$ cat src/rtl/dmem_arb_pkg.sv
// Shared types and helpers for the data-memory arbiter and its
// round-robin picker.
package dmem_arb_pkg;

    typedef enum logic [0:0] {
        ARB_IDLE   = 1'b0,
        ARB_LOCKED = 1'b1
    } arb_state_e;

    // Width of an index into n items; never below one bit.
    function automatic int ptr_w(input int n);
        return (n > 1) ? $clog2(n) : 1;
    endfunction

endpackage

$ cat src/rtl/rr_pick.sv
// Combinational round-robin picker: first asserted request at or after
// the pointer, wrapping modulo N. Returns one-hot and index of the winner.
module rr_pick
    import dmem_arb_pkg::*;
#(
    parameter int N  = 4,
    parameter int PW = ptr_w(N)
) (
    input  logic [N-1:0]  i_req,
    input  logic [PW-1:0] i_ptr,
    output logic [N-1:0]  o_onehot,
    output logic [PW-1:0] o_idx,
    output logic          o_any
);

    logic [PW-1:0] w_j;

    always_comb begin
        o_onehot = '0;
        o_idx    = '0;
        o_any    = 1'b0;
        w_j      = '0;
        for (int k = 0; k < N; k++) begin
            w_j = PW'((int'(i_ptr) + k) % N);
            if (!o_any && i_req[w_j]) begin
                o_any         = 1'b1;
                o_onehot[w_j] = 1'b1;
                o_idx         = w_j;
            end
        end
    end

endmodule

$ cat src/rtl/dmem_arbiter.sv
// Round-robin arbiter sharing one synchronous data memory between N_REQ
// masters, with per-owner bus lock and forced release after LOCK_MAX cycles.
module dmem_arbiter
    import dmem_arb_pkg::*;
#(
    parameter int N_REQ    = 4,
    parameter int AW       = 32,
    parameter int DW       = 32,
    parameter int LOCK_MAX = 16
) (
    input  logic                clk,
    input  logic                rst,
    input  logic [N_REQ-1:0]    req,
    input  logic [N_REQ-1:0]    we,
    input  logic [N_REQ-1:0]    lock,
    input  logic [N_REQ*AW-1:0] addr,
    input  logic [N_REQ*DW-1:0] wd,
    output logic [N_REQ-1:0]    gnt,
    output logic [N_REQ-1:0]    rvalid,
    output logic [DW-1:0]       rd,
    output logic                mem_we,
    output logic [AW-1:0]       mem_addr,
    output logic [DW-1:0]       mem_wd,
    input  logic [DW-1:0]       mem_rd,
    output logic                lock_err
);

    localparam int PW = ptr_w(N_REQ);
    localparam int CW = ptr_w(LOCK_MAX);

    arb_state_e       r_state, w_state_nxt;
    logic [PW-1:0]    r_ptr, w_ptr_nxt;
    logic [PW-1:0]    r_owner, w_owner_nxt;
    logic [CW-1:0]    r_cnt, w_cnt_nxt;
    logic [N_REQ-1:0] r_rvalid;
    logic             r_lock_err;

    logic [N_REQ-1:0] w_pick_onehot;
    logic [PW-1:0]    w_pick_idx;
    logic             w_pick_any;
    logic [N_REQ-1:0] w_gnt;
    logic [PW-1:0]    w_win;
    logic             w_acc;
    logic             w_release;
    logic             w_timeout;

    function automatic logic [PW-1:0] f_next(input logic [PW-1:0] x);
        return PW'((int'(x) + 1) % N_REQ);
    endfunction

    rr_pick #(
        .N  (N_REQ),
        .PW (PW)
    ) u_pick (
        .i_req    (req),
        .i_ptr    (r_ptr),
        .o_onehot (w_pick_onehot),
        .o_idx    (w_pick_idx),
        .o_any    (w_pick_any)
    );

    always_ff @(posedge clk or negedge rst) begin
        if (!rst) begin
            r_state    <= ARB_IDLE;
            r_ptr      <= '0;
            r_owner    <= '0;
            r_cnt      <= '0;
            r_rvalid   <= '0;
            r_lock_err <= 1'b0;
        end else begin
            r_state    <= w_state_nxt;
            r_ptr      <= w_ptr_nxt;
            r_owner    <= w_owner_nxt;
            r_cnt      <= w_cnt_nxt;
            r_rvalid   <= w_gnt & ~we;
            r_lock_err <= w_timeout;
        end
    end

    always_comb begin
        w_state_nxt = r_state;
        w_ptr_nxt   = r_ptr;
        w_owner_nxt = r_owner;
        w_cnt_nxt   = r_cnt;
        w_release   = 1'b0;
        w_timeout   = 1'b0;
        case (r_state)
            ARB_IDLE: begin
                if (w_acc) begin
                    w_ptr_nxt = f_next(w_win);
                    if (lock[w_win]) begin
                        w_state_nxt = ARB_LOCKED;
                        w_owner_nxt = w_win;
                        w_cnt_nxt   = '0;
                    end
                end
            end
            ARB_LOCKED: begin
                // Dropping lock releases whether or not the owner also accesses.
                w_release = !lock[r_owner];
                w_timeout = !w_release && (r_cnt == CW'(LOCK_MAX - 1));
                w_cnt_nxt = r_cnt + 1'b1;
                if (w_release || w_timeout) begin
                    w_state_nxt = ARB_IDLE;
                    w_ptr_nxt   = f_next(r_owner);
                    w_cnt_nxt   = '0;
                end
            end
            default: w_state_nxt = ARB_IDLE;
        endcase
    end

    always_comb begin
        w_gnt    = '0;
        w_win    = w_pick_idx;
        mem_we   = 1'b0;
        mem_addr = '0;
        mem_wd   = '0;
        if (r_state == ARB_IDLE) begin
            if (w_pick_any) begin
                w_gnt = w_pick_onehot;
            end
        end else begin
            w_win = r_owner;
            if (req[r_owner]) begin
                w_gnt[r_owner] = 1'b1;
            end
        end
        w_acc = |w_gnt;
        if (w_acc) begin
            mem_we   = we[w_win];
            mem_addr = addr[int'(w_win)*AW +: AW];
            mem_wd   = wd[int'(w_win)*DW +: DW];
        end
    end

    assign gnt      = w_gnt;
    assign rvalid   = r_rvalid;
    assign rd       = mem_rd;
    assign lock_err = r_lock_err;

endmodule

$ cat config.mk
export PLATFORM = sky130hd
export DESIGN_NAME = dmem_arbiter
export DESIGN_NICKNAME = d
export VERILOG_FILES = /design/src/rtl/dmem_arb_pkg.sv /design/src/rtl/rr_pick.sv /design/src/rtl/dmem_arbiter.sv
export SDC_FILE = /design/constraint.sdc
export NUM_CORES = 1
export LEC_CHECK = 0
export ABC_AREA = 0
export CORE_AREA = 2 2 159 161
export CTS_CLUSTER_DIAMETER = 40
export DETAILED_ROUTE_END_ITERATION = 12
export DIE_AREA = 0 0 161 163
export DONT_BUFFER_PORTS = 1
export GPL_TIMING_DRIVEN = 1
export SETUP_SLACK_MARGIN = 0.4
export SYNTH_ARGS = -nofsm -noshare
export SYNTH_HDL_FRONTEND = slang
export SYNTH_SLANG_ARGS = --single-unit
$ cat constraint.sdc
create_clock -name clk -period 4.2 [get_ports clk]
set_clock_uncertainty 0.05 [all_clocks]
set_input_delay 0.84 -clock clk [delete_from_list [all_inputs] [get_ports clk]]
set_output_delay 0.84 -clock clk [all_outputs]
set_load 0.01 [all_outputs]
==> impl_metrics.yaml, run 1 <==
pwr:
  vdd_drop_max_mv: 1.008
  power_leakage_nw: 1.664
  power_density_nw_per_um2: 1380
  p_total_mw: 6.170
worst_hold_path:
  hold_class: "input port to asynchronous set/reset pin"
status:
  status: "complete, no violations"
sta:
  setup_viol: 0
  fmax_ghz: 0.2590
  drv_slew: 0
  min_period_over_period: 0.9192
  rsz0062_at_grt: "true"
  worst_slack_ns: 0.3394
  fin_tns_setup_ns: 0
  slew_headroom: 0.7100
  finalHoldViolations: 0
  tightest_slew_ns: 0.4349
  period_needed_ns: 3.861
clock_network:
  clockBufferDepth: 2
  clock-root-buffer: "clkbuf_16"
  clk_pin_slew_ns: 0.05
  cts_sinks: 14
  hold_buffers: 0
  cts_inserted_buffers: 3
  clk_latency_ns: 0.25
  htree_levels: 1
  tritoncts: "yes"
logic_synthesis:
  synth_commonest_cells: "mux4_2 (66), nor2b_1 (66), buf_4 (41)"
  synthArstFlopShare: 1.000
  netlist.area_leader.share: 0.4154
  netlist_area_sq_um: 3578
  yosysTopAreaCell: "mux4_2"
  synth_seq_cells: 14
  synthCells: 333
  ys_top_cells_by_area: "mux4_2 (42%), nor2b_1 (12%), dfrtp_1 (9.8%), buf_4 (8.6%), mux2i_1 (3.1%)"
  synth-edff-count: 0
  synthFlopType: "dfrtp_1"
  yosysUniqueCellTypes: 44
  syn-num-nets: 643
  syn-mean-instance-area_sq_um: 10.75
  synth_warnings: 0
  ys_seq_area_frac: 0.09790
worst_setup_path:
  r2r_end: "r_ptr[0]$_DFFE_PN0P_"
  cp_cell_sequence: "inv_4 > ha_4 > nand3b_1 > a31o_2 > o311a_1 > a31oi_2 > o21a_4 > buf_12 > buf_12 > mux4_2 > nor2b_4"
  worst-setup-path-type: "register to output pin"
  required_ns: 3.31
  cp.arrival_ns: 2.97
  cp-startpoint: "r_ptr[0]$_DFFE_PN0P_"
  r2r_cells: 10
  cpMaxStageDelayCell: "mux4_2"
  max_stage_delay_ns: 0.56
  crit_fanout: 7
  timing.rr.start: "r_ptr[0]$_DFFE_PN0P_"
  rrSetupSlack_ns: 1.16
  endpoint: "mem_wd[6]"
  cpMostUsedCell: "buf_12"
  startpoint_type: "register"
  end_kind: "output pin"
die:
  core_sq_um: 24670
  die_y_um: 163
  die-area_sq_um: 26240
  die_w_um: 161
  io_pins: 408
  rows: 58
  start_util: 0.1450
place:
  io_buffer_count: 0
  pre_cts_ws_ns: 0.1958
  routabilityCongestion: 1.039
  dp_hpwl_mm: 15.87
  dp.cells: 627
  dpl-instance-area_sq_um: 3830
finish:
  final_area_sq_um: 4472
  area_delta_synth_final_pct: 24.97
  drive_gt1_frac: 0.5000
  stdcell_count: 659
  final_nets: 635
global_routing:
  grt_pass1_wl_mm: 24.58
  track_usage: 0.1336
  overflow: 0
  first_global_vias: 2992
  grt_max_degree: 54
  antenna_found_initial: 16
flow_run:
  maxCapViolations: 0
drt:
  dr.pass1.iters: 4
  wl_per_cell_um: 28.91
  ant_nets: 0
  avgViaCountPerCell: 4.608
  routed_wl_mm: 19.05
  drc: 0
  num_vias: 3037
  drtIter0Drc: 147
==> per-layer routing <==
metal,vias up,track usage,routed length (um)
li1,1238,-,-
met1,1523,0.1833,7856
met2,250,0.2230,8999
met3,26,0.02546,1803
met4,0,0.01907,391
met5,-,0,0
==> kinds of logic after synthesis <==
kind of cell	count (synthesis)	share of synthesized area
DFF	14	0.09790
and+or+nand+nor	113	0.1853
AOI/OAI and AO/OA	41	0.07727
muxes	84	0.4734
adders and majority gates	8	0.02797
xor gates and xnor gates	1	0.002448
buffers and inverters	72	0.1357
==> how the worst min path moves through the flow <==
stage / from / endpoint / slack, ns / cells past startpoint
after detailed placement: rst / lock_err$_DFF_PN0_ / 0.50 / 0
after floorplan: r_cnt[2]$_DFFE_PN0P_ / r_cnt[2]$_DFFE_PN0P_ / 0.47 / 2
after global placement: rst / lock_err$_DFF_PN0_ / 0.50 / 0
after CTS: rst / r_ptr[0]$_DFFE_PN0P_ / 0.24 / 0
after global routing: rst / rvalid[2]$_DFF_PN0_ / 0.23 / 0
final: rst / rvalid[2]$_DFF_PN0_ / 0.24 / 0
==> cell usage in the layout, fill, tap and decap left out, drive strengths merged, types with 6 or more instances in the layout <==
cell type   n
inv        10
o21ai       9
mux2i      12
nor2b      66
mux2        6
mux4       66
clkbuf      6
o211ai      7
ha          8
dfrtp      14
nor2       12
a31oi      10
buf        47
nand2      15
==> state kept, by name, indices dropped and copies added, names as in the netlist <==
| register | flops |
|---|---|
| r_ptr | 2 |
| r_cnt | 4 |
| lock_err | 1 |
| r_state | 1 |
| r_owner | 2 |
| rvalid | 4 |
==> area by class of cell <==
cell class | instances | area (sq um)
Antenna cell | 5 | 12.51
Clock buffer | 4 | 88.84
Fill cell | 2696 | 20200
Inverter | 10 | 40.04
Multi-Input combinational cell | 247 | 2950
Sequential cell | 14 | 351.6
Tap cell | 330 | 412.9
Timing Repair Buffer | 49 | 615.6
==> what timing repair did <==
action	4_1_cts	5_1_grt
cloned	4	2
endpoints found under the setup margin	64	65
endpoints found under the hold margin	0	0
setup buffers	12	5
resized for setup	54	11
pin swaps	2	2
==> worst max-delay path, delay by kind of cell (launching register included) <==
| kind | cells | cell delay (ns) |
|---|---|---|
| AOI/OAI and AO/OA | 4 | 0.80 |
| adders and majority gates | 1 | 0.22 |
| buffers and inverters | 3 | 0.38 |
| DFF | 1 | 0.42 |
| muxes | 1 | 0.56 |
| and+or+nand+nor | 2 | 0.33 |
==> through the flow <==
stage | hold slack, ns | util
after global placement | 0.4959 | 0.1552
after global routing | 0.2336 | 0.1807
after floorplan | 0.4691 | -
after detailed placement | 0.4959 | 0.1552
final | 0.2354 | 0.1812
after CTS | 0.2368 | 0.1757
==> power by group <==
group	switching, mW	leakage [nW]	internal [mW]
combinational	2.90	1.44	2.81
clock	0.0606	0.0442	0.145
sequential	0.0696	0.181	0.187
Note: power is estimated with default switching activity, not from simulation.
==> run 2, diff against run 1 <==
- CORE_AREA: 2 2 159 161 -> 2 2 157 159
- CTS_CLUSTER_DIAMETER: 40 -> 200
- DIE_AREA: 0 0 161 163 -> 0 0 159 161
- SYNTH_HIERARCHICAL: default -> 1
==> run 2 against run 1 <==
  * Sequential cell count unchanged
  * Total power increased by 28%
  * Critical path depth unchanged
  * Clock power decreased by 9%
  * Utilization increased by 2.1 points
  * Synthesized cell count decreased by 10%
  * Via count increased by 0.33%
  * Wire length decreased by 0.48%
  * Final area increased by 8.6%
  * Critical path type is now input port to output pin
  * Largest cell class unchanged
  * Largest power group unchanged
==> impl_metrics.yaml, run 2 <==
clock_network:
  hold_buffers: 0
  htree_levels: 1
  cts_sinks: 14
  cts_inserted_buffers: 3
  clk_pin_slew_ns: 0.05
  clockBufferDepth: 2
  tritoncts: "yes"
  clk_latency_ns: 0.25
  clock-root-buffer: "clkbuf_16"
sta:
  period_needed_ns: 4.164
  drv_slew: 0
  fin_tns_setup_ns: 0
  worst_slack_ns: 0.03561
  rsz0062_at_grt: "true"
  slew_headroom: 0.4560
  fmax_ghz: 0.2401
  finalHoldViolations: 0
  setup_viol: 0
  tightest_slew_ns: 0.8054
  min_period_over_period: 0.9915
  whs_ns: 0.2329
finish:
  drive_gt1_frac: 0.6406
  final_nets: 630
  final_area_sq_um: 4856
  ff_latch_area_sq_um: 351.6
  utilization: 0.2026
  stdcell_count: 653
  final_cell_mix: "mux4_2 (72), nor2b_1 (42), buf_4 (40)"
  fillers: 2549
  layout_commonest_cell: "mux4_2"
  multi_input_area_sq_um: 2948
  area_delta_synth_final_pct: 39.50
logic_synthesis:
  netlist.area_leader.share: 0.4529
  synth_seq_cells: 14
  synthArstFlopShare: 1.000
  syn-mean-instance-area_sq_um: 11.64
  synth_most_common_cell: "mux4_2"
  synth_compound_area_frac: 0.07189
  netlist_area_sq_um: 3481
  synth_top_family_by_area: "multiplexers"
  synth-edff-count: 0
  ys_top_cells_by_area: "mux4_2 (45%), nor2b_1 (12%), dfrtp_1 (10%), buf_4 (7.8%), mux2_2 (2.3%)"
  synth-simple-area-share: 0.1682
  syn-num-nets: 607
  synthCells: 299
  yosysUniqueCellTypes: 39
  synth_xor_area_frac: 0.002516
  ys_seq_area_frac: 0.1006
  synth_warnings: 6
  synthFlopType: "dfrtp_1"
  synthAdderAreaFrac: 0.02157
  synth_commonest_cells: "mux4_2 (70), nor2b_1 (69), buf_4 (36)"
  muxShareOfSynthArea: 0.5093
  yosysTopAreaCell: "mux4_2"
global_routing:
  overflow: 0
  first_global_vias: 2805
  grt_pass1_wl_mm: 22.63
  track_usage: 0.1248
  antenna_found_initial: 11
  grt_max_degree: 28
pwr:
  power_leakage_nw: 1.764
  vdd_drop_max_mv: 0.4683
  p_total_mw: 7.885
  power_density_nw_per_um2: 1624
die:
  rows: 57
  core_sq_um: 23960
  die_w_um: 159
  die-area_sq_um: 25600
  start_util: 0.1453
  die_y_um: 161
  io_pins: 408
place:
  dp.cells: 594
  dpl-instance-area_sq_um: 3896
  dp_hpwl_mm: 14.62
  io_buffer_count: 0
  pre_cts_ws_ns: 0.02283
  routabilityCongestion: 0.8622
drt:
  dr.pass1.iters: 6
  drtIter0Drc: 215
  num_vias: 3047
  wl_per_cell_um: 29.03
  drc: 0
  avgViaCountPerCell: 4.666
  routed_wl_mm: 18.96
  ant_nets: 0
worst_setup_path:
  cpMostUsedCell: "buf_12"
  crit_buf_inv: 4
  worst-setup-path-type: "input port to output pin"
  cp_cell_sequence: "mux4_2 > and2b_2 > buf_4 > a22oi_1 > o21ai_1 > o41a_1 > a21oi_4 > buf_12 > buf_12 > buf_12 > nor2b_1"
  cp.depth: 11
  cpMaxStageDelayCell: "mux4_2"
  crit_fanout: 8
  required_ns: 3.31
  rrSetupSlack_ns: 0.80
  r2r_cells: 13
  max_stage_delay_ns: 0.52
  crit_family: "compound AO/OA/AOI/OAI gates"
  startpoint_type: "input port"
  end_kind: "output pin"
  cp.arrival_ns: 3.27
status:
  status: "complete, no violations"
flow_run:
  maxCapViolations: 0
worst_hold_path:
  hold_class: "input port to asynchronous set/reset pin"
==> run 2: changes by cell type after synthesis, moves of 4 or more <==
cell      before  now
mux2i_1       11    2
a211oi_1       5    0
a21oi_1        1    7
a31oi_1       10    0
mux4_2        66   70
nand2_1       15    8
nor3b_1        4    0
o211ai_1       7    1
buf_6          1    6
nor2_1        12    3
buf_4         41   36
inv_1         10    6
a22oi_1        0    8
==> run 2: cells by family (layout without fill, tap and decap cells) <==
kind of cell,Yosys count,after routing
AOI/OAI and AO/OA,37,37
xor gates and xnor gates,1,1
adders and majority gates,6,6
buffers and inverters,64,85
DFF,14,14
muxes,83,83
other,0,9
and+or+nand+nor,94,94
==> run 2: worst reg2reg max path: stages, from the launching register on <==
cell and delay (ns):
dfrtp_2 0.42, inv_2 0.08, ha_4 0.27, mux4_2 0.38, nor4b_4 0.32, nor2_1 0.09
a32o_2 0.26, mux2i_4 0.24, buf_12 0.17, buf_12 0.11, buf_4 0.12, mux4_2 0.32
nand2_1 0.12, mux2_2 0.34
==> run 2: worst paths after layout <==
path                                       from                     end
max in group asynchronous                   rst    r_ptr[0]$_DFFE_PN0P_
hold reg to reg            r_cnt[3]$_DFFE_PN0P_    r_cnt[3]$_DFFE_PN0P_
setup / recovery                         req[1]            mem_addr[23]
min in group clk           r_cnt[3]$_DFFE_PN0P_    r_cnt[3]$_DFFE_PN0P_
setup reg to reg           r_ptr[0]$_DFFE_PN0P_  r_owner[1]$_DFFE_PN0P_
hold / removal                              rst    r_cnt[0]$_DFFE_PN0P_
==> run 2: area by class of cell <==
class	instances	area share
multi-input combinational	221	0.6071
timing repair buffer	76	0.2123
tap	324	0.08348
sequential	14	0.07240
clock buffer	3	0.01546
inverter	6	0.004638
antenna	9	0.004638
==> run 2: power by group <==
part | switching, mW | leakage, nW | internal (mW) | total (mW)
combinational | 3.37 | 1.55 | 4.07 | 7.44
sequential | 0.0701 | 0.180 | 0.186 | 0.256
clock | 0.0616 | 0.0370 | 0.125 | 0.187
==> run 2: routing by layer <==
layer  vias to the layer above  share of wire  GRT usage
li1                       1200              -          -
met1                      1558           0.38     0.1502
met2                       253           0.49     0.2010
met3                        30           0.11    0.06240
met4                         6          0.013    0.02562
met5                         -         0.0022   0.009470
==> run 2: what timing repair did <==
item | CTS | global route
setup endpoints to repair | 65 | 65
gates resized for setup | 9 | 53
pin swaps | 1 | 1
buffers inserted | 12 | 24
hold endpoints to repair | 0 | 0
cloned | 4 | 7
==> run 3, diff against run 2 <==
- CELL_PAD_IN_SITES_DETAIL_PLACEMENT: default -> 0
- CELL_PAD_IN_SITES_GLOBAL_PLACEMENT: default -> 2
- CORE_AREA: 2 2 157 159 -> 2 2 159 161
- DIE_AREA: 0 0 159 161 -> 0 0 161 163
- PLACE_DENSITY_LB_ADDON: default -> 0.1
==> run 3 against run 2 <==
  * Global-route usage rose by 0.13 points
  * Maximum frequency rose by 1.1%
  * Cell count rose by 0.61%
  * Setup slack improved by 0.044 ns
  * Highest routed layer unchanged
==> impl_metrics.yaml, run 3 (synthesis results as in run 2) <==
worst_setup_path:
  max_stage_delay_ns: 0.52
  worst-setup-path-type: "input port to output pin"
  startpoint_type: "input port"
  cp.arrival_ns: 3.23
  cp_cell_sequence: "mux4_2 > nor4b_4 > nor2_1 > a32o_2 > mux2i_4 > buf_12 > buf_16 > buf_12 > mux4_2 > nor2b_4"
  endpoint: "mem_wd[5]"
  cp.depth: 10
  r2r_end: "r_owner[1]$_DFFE_PN0P_"
  required_ns: 3.31
  timing.rr.start: "r_ptr[0]$_DFFE_PN0P_"
  r2r_cells: 13
  rrSetupSlack_ns: 0.70
  crit_buf_inv: 3
  end_kind: "output pin"
  cp-startpoint: "req[1]"
  crit_family: "multiplexers"
  crit_fanout: 7
  cpMaxStageDelayCell: "mux4_2"
global_routing:
  track_usage: 0.1262
  grt_max_degree: 30
  antenna_found_initial: 9
  first_global_vias: 2983
  grt_pass1_wl_mm: 23.67
  overflow: 0
die:
  die_y_um: 163
  die_w_um: 161
  die-area_sq_um: 26240
  rows: 58
  core_sq_um: 24670
  start_util: 0.1411
  io_pins: 408
sta:
  finalHoldViolations: 0
  tightest_slew_ns: 0.6643
  setup_viol: 0
  fmax_ghz: 0.2427
  min_period_over_period: 0.9811
  whs_ns: 0.2226
  drv_slew: 0
  rsz0062_at_grt: "true"
  period_needed_ns: 4.120
  slew_headroom: 0.5525
finish:
  final_area_sq_um: 4980
  drive_gt1_frac: 0.7298
  area_delta_synth_final_pct: 43.06
  multi_input_area_sq_um: 3089
  utilization: 0.2018
  final_nets: 631
  fillers: 2681
  ff_latch_area_sq_um: 350.3
  final_cell_mix: "mux4_2 (72), buf_4 (46), nor2b_4 (40)"
  layout_commonest_cell: "mux4_2"
pwr:
  power_leakage_nw: 1.862
  power_density_nw_per_um2: 1675
  vdd_drop_max_mv: 0.4874
place:
  dp_hpwl_mm: 14.30
  routabilityCongestion: 0.8601
  io_buffer_count: 0
  dpl-instance-area_sq_um: 3899
worst_hold_path:
  hold_class: "input port to asynchronous set/reset pin"
drt:
  ant_nets: 0
  drc: 0
  avgViaCountPerCell: 4.464
  drtIter0Drc: 218
  routed_wl_mm: 18.92
  wl_per_cell_um: 28.80
  dr.pass1.iters: 4
  num_vias: 2933
status:
  status: "complete, no violations"
flow_run:
  maxCapViolations: 0
clock_network:
  tritoncts: "yes"
  clk_latency_ns: 0.26
  htree_levels: 1
  cts_inserted_buffers: 3
  clock-root-buffer: "clkbuf_16"
  clockBufferDepth: 2
  clk_pin_slew_ns: 0.06
  hold_buffers: 0
  cts_sinks: 14
-- run 3: worst min-delay path by stage --
stage / from / end / cells past startpoint
after floorplan: r_cnt[3]$_DFFE_PN0P_ / r_cnt[3]$_DFFE_PN0P_ / 1
after CTS: rst / lock_err$_DFF_PN0_ / 0
final: rst / lock_err$_DFF_PN0_ / 0
after detailed placement: r_cnt[3]$_DFFE_PN0P_ / r_cnt[3]$_DFFE_PN0P_ / 1
after global routing: rst / lock_err$_DFF_PN0_ / 0
after global placement: r_cnt[3]$_DFFE_PN0P_ / r_cnt[3]$_DFFE_PN0P_ / 1
-- run 3: final cells by class --
class | count | area share
multi-input cells | 221 | 0.6204
clock buffers | 4 | 0.01784
flip-flops and latches | 14 | 0.07035
repair buffers | 77 | 0.2015
inverters | 6 | 0.004523
diodes | 5 | 0.002513
well taps | 330 | 0.08291
-- run 3: worst register-to-register path: stages (launching register included) --
cell,delay (ns)
dfrtp_1,0.37
buf_6,0.15
mux4_2,0.58
nor4b_4,0.35
nor2_1,0.09
a32o_2,0.25
mux2i_4,0.22
buf_12,0.15
buf_12,0.11
clkbuf_16,0.15
buf_4,0.14
mux4_2,0.33
nand2_1,0.11
mux2_2,0.33
-- run 3: what timing repair did --
| item | CTS | global route |
|---|---|---|
| gates resized for setup | 49 | 59 |
| pin swaps | 2 | 0 |
| gates cloned | 4 | 6 |
| endpoints found under the setup margin | 65 | 65 |
| setup buffers | 20 | 17 |
-- run 3: power breakdown --
part           total, mW  switching [mW]  internal, mW
clock network      0.215          0.0695         0.145
logic               7.88            3.56          4.32
registers          0.249          0.0635         0.185
total               8.34            3.69          4.65
-- run 3: metrics by stage --
step | setup TNS [ns] | power (mW) | cells | setup WS (ns)
2_1_floorplan | 0 | 4.471 | 299 | 0.2782
3_3_place_gp | -0.1070 | 5.705 | 601 | -0.03356
3_5_place_dp | -0.1167 | 5.662 | 601 | -0.03610
4_1_cts | 0 | 7.325 | 629 | 0.04954
5_1_grt | -0.2591 | 8.826 | 655 | -0.04026
6_report | 0 | 8.341 | 657 | 0.07959
-- run 3: layer usage --
layer	global-route usage	vias up	share of wire
met2	0.2247	186	0.52
met5	0	-	0.0030
met1	0.1472	1511	0.37
met3	0.04125	28	0.089
met4	0.02881	8	0.013
li1	-	1200	-
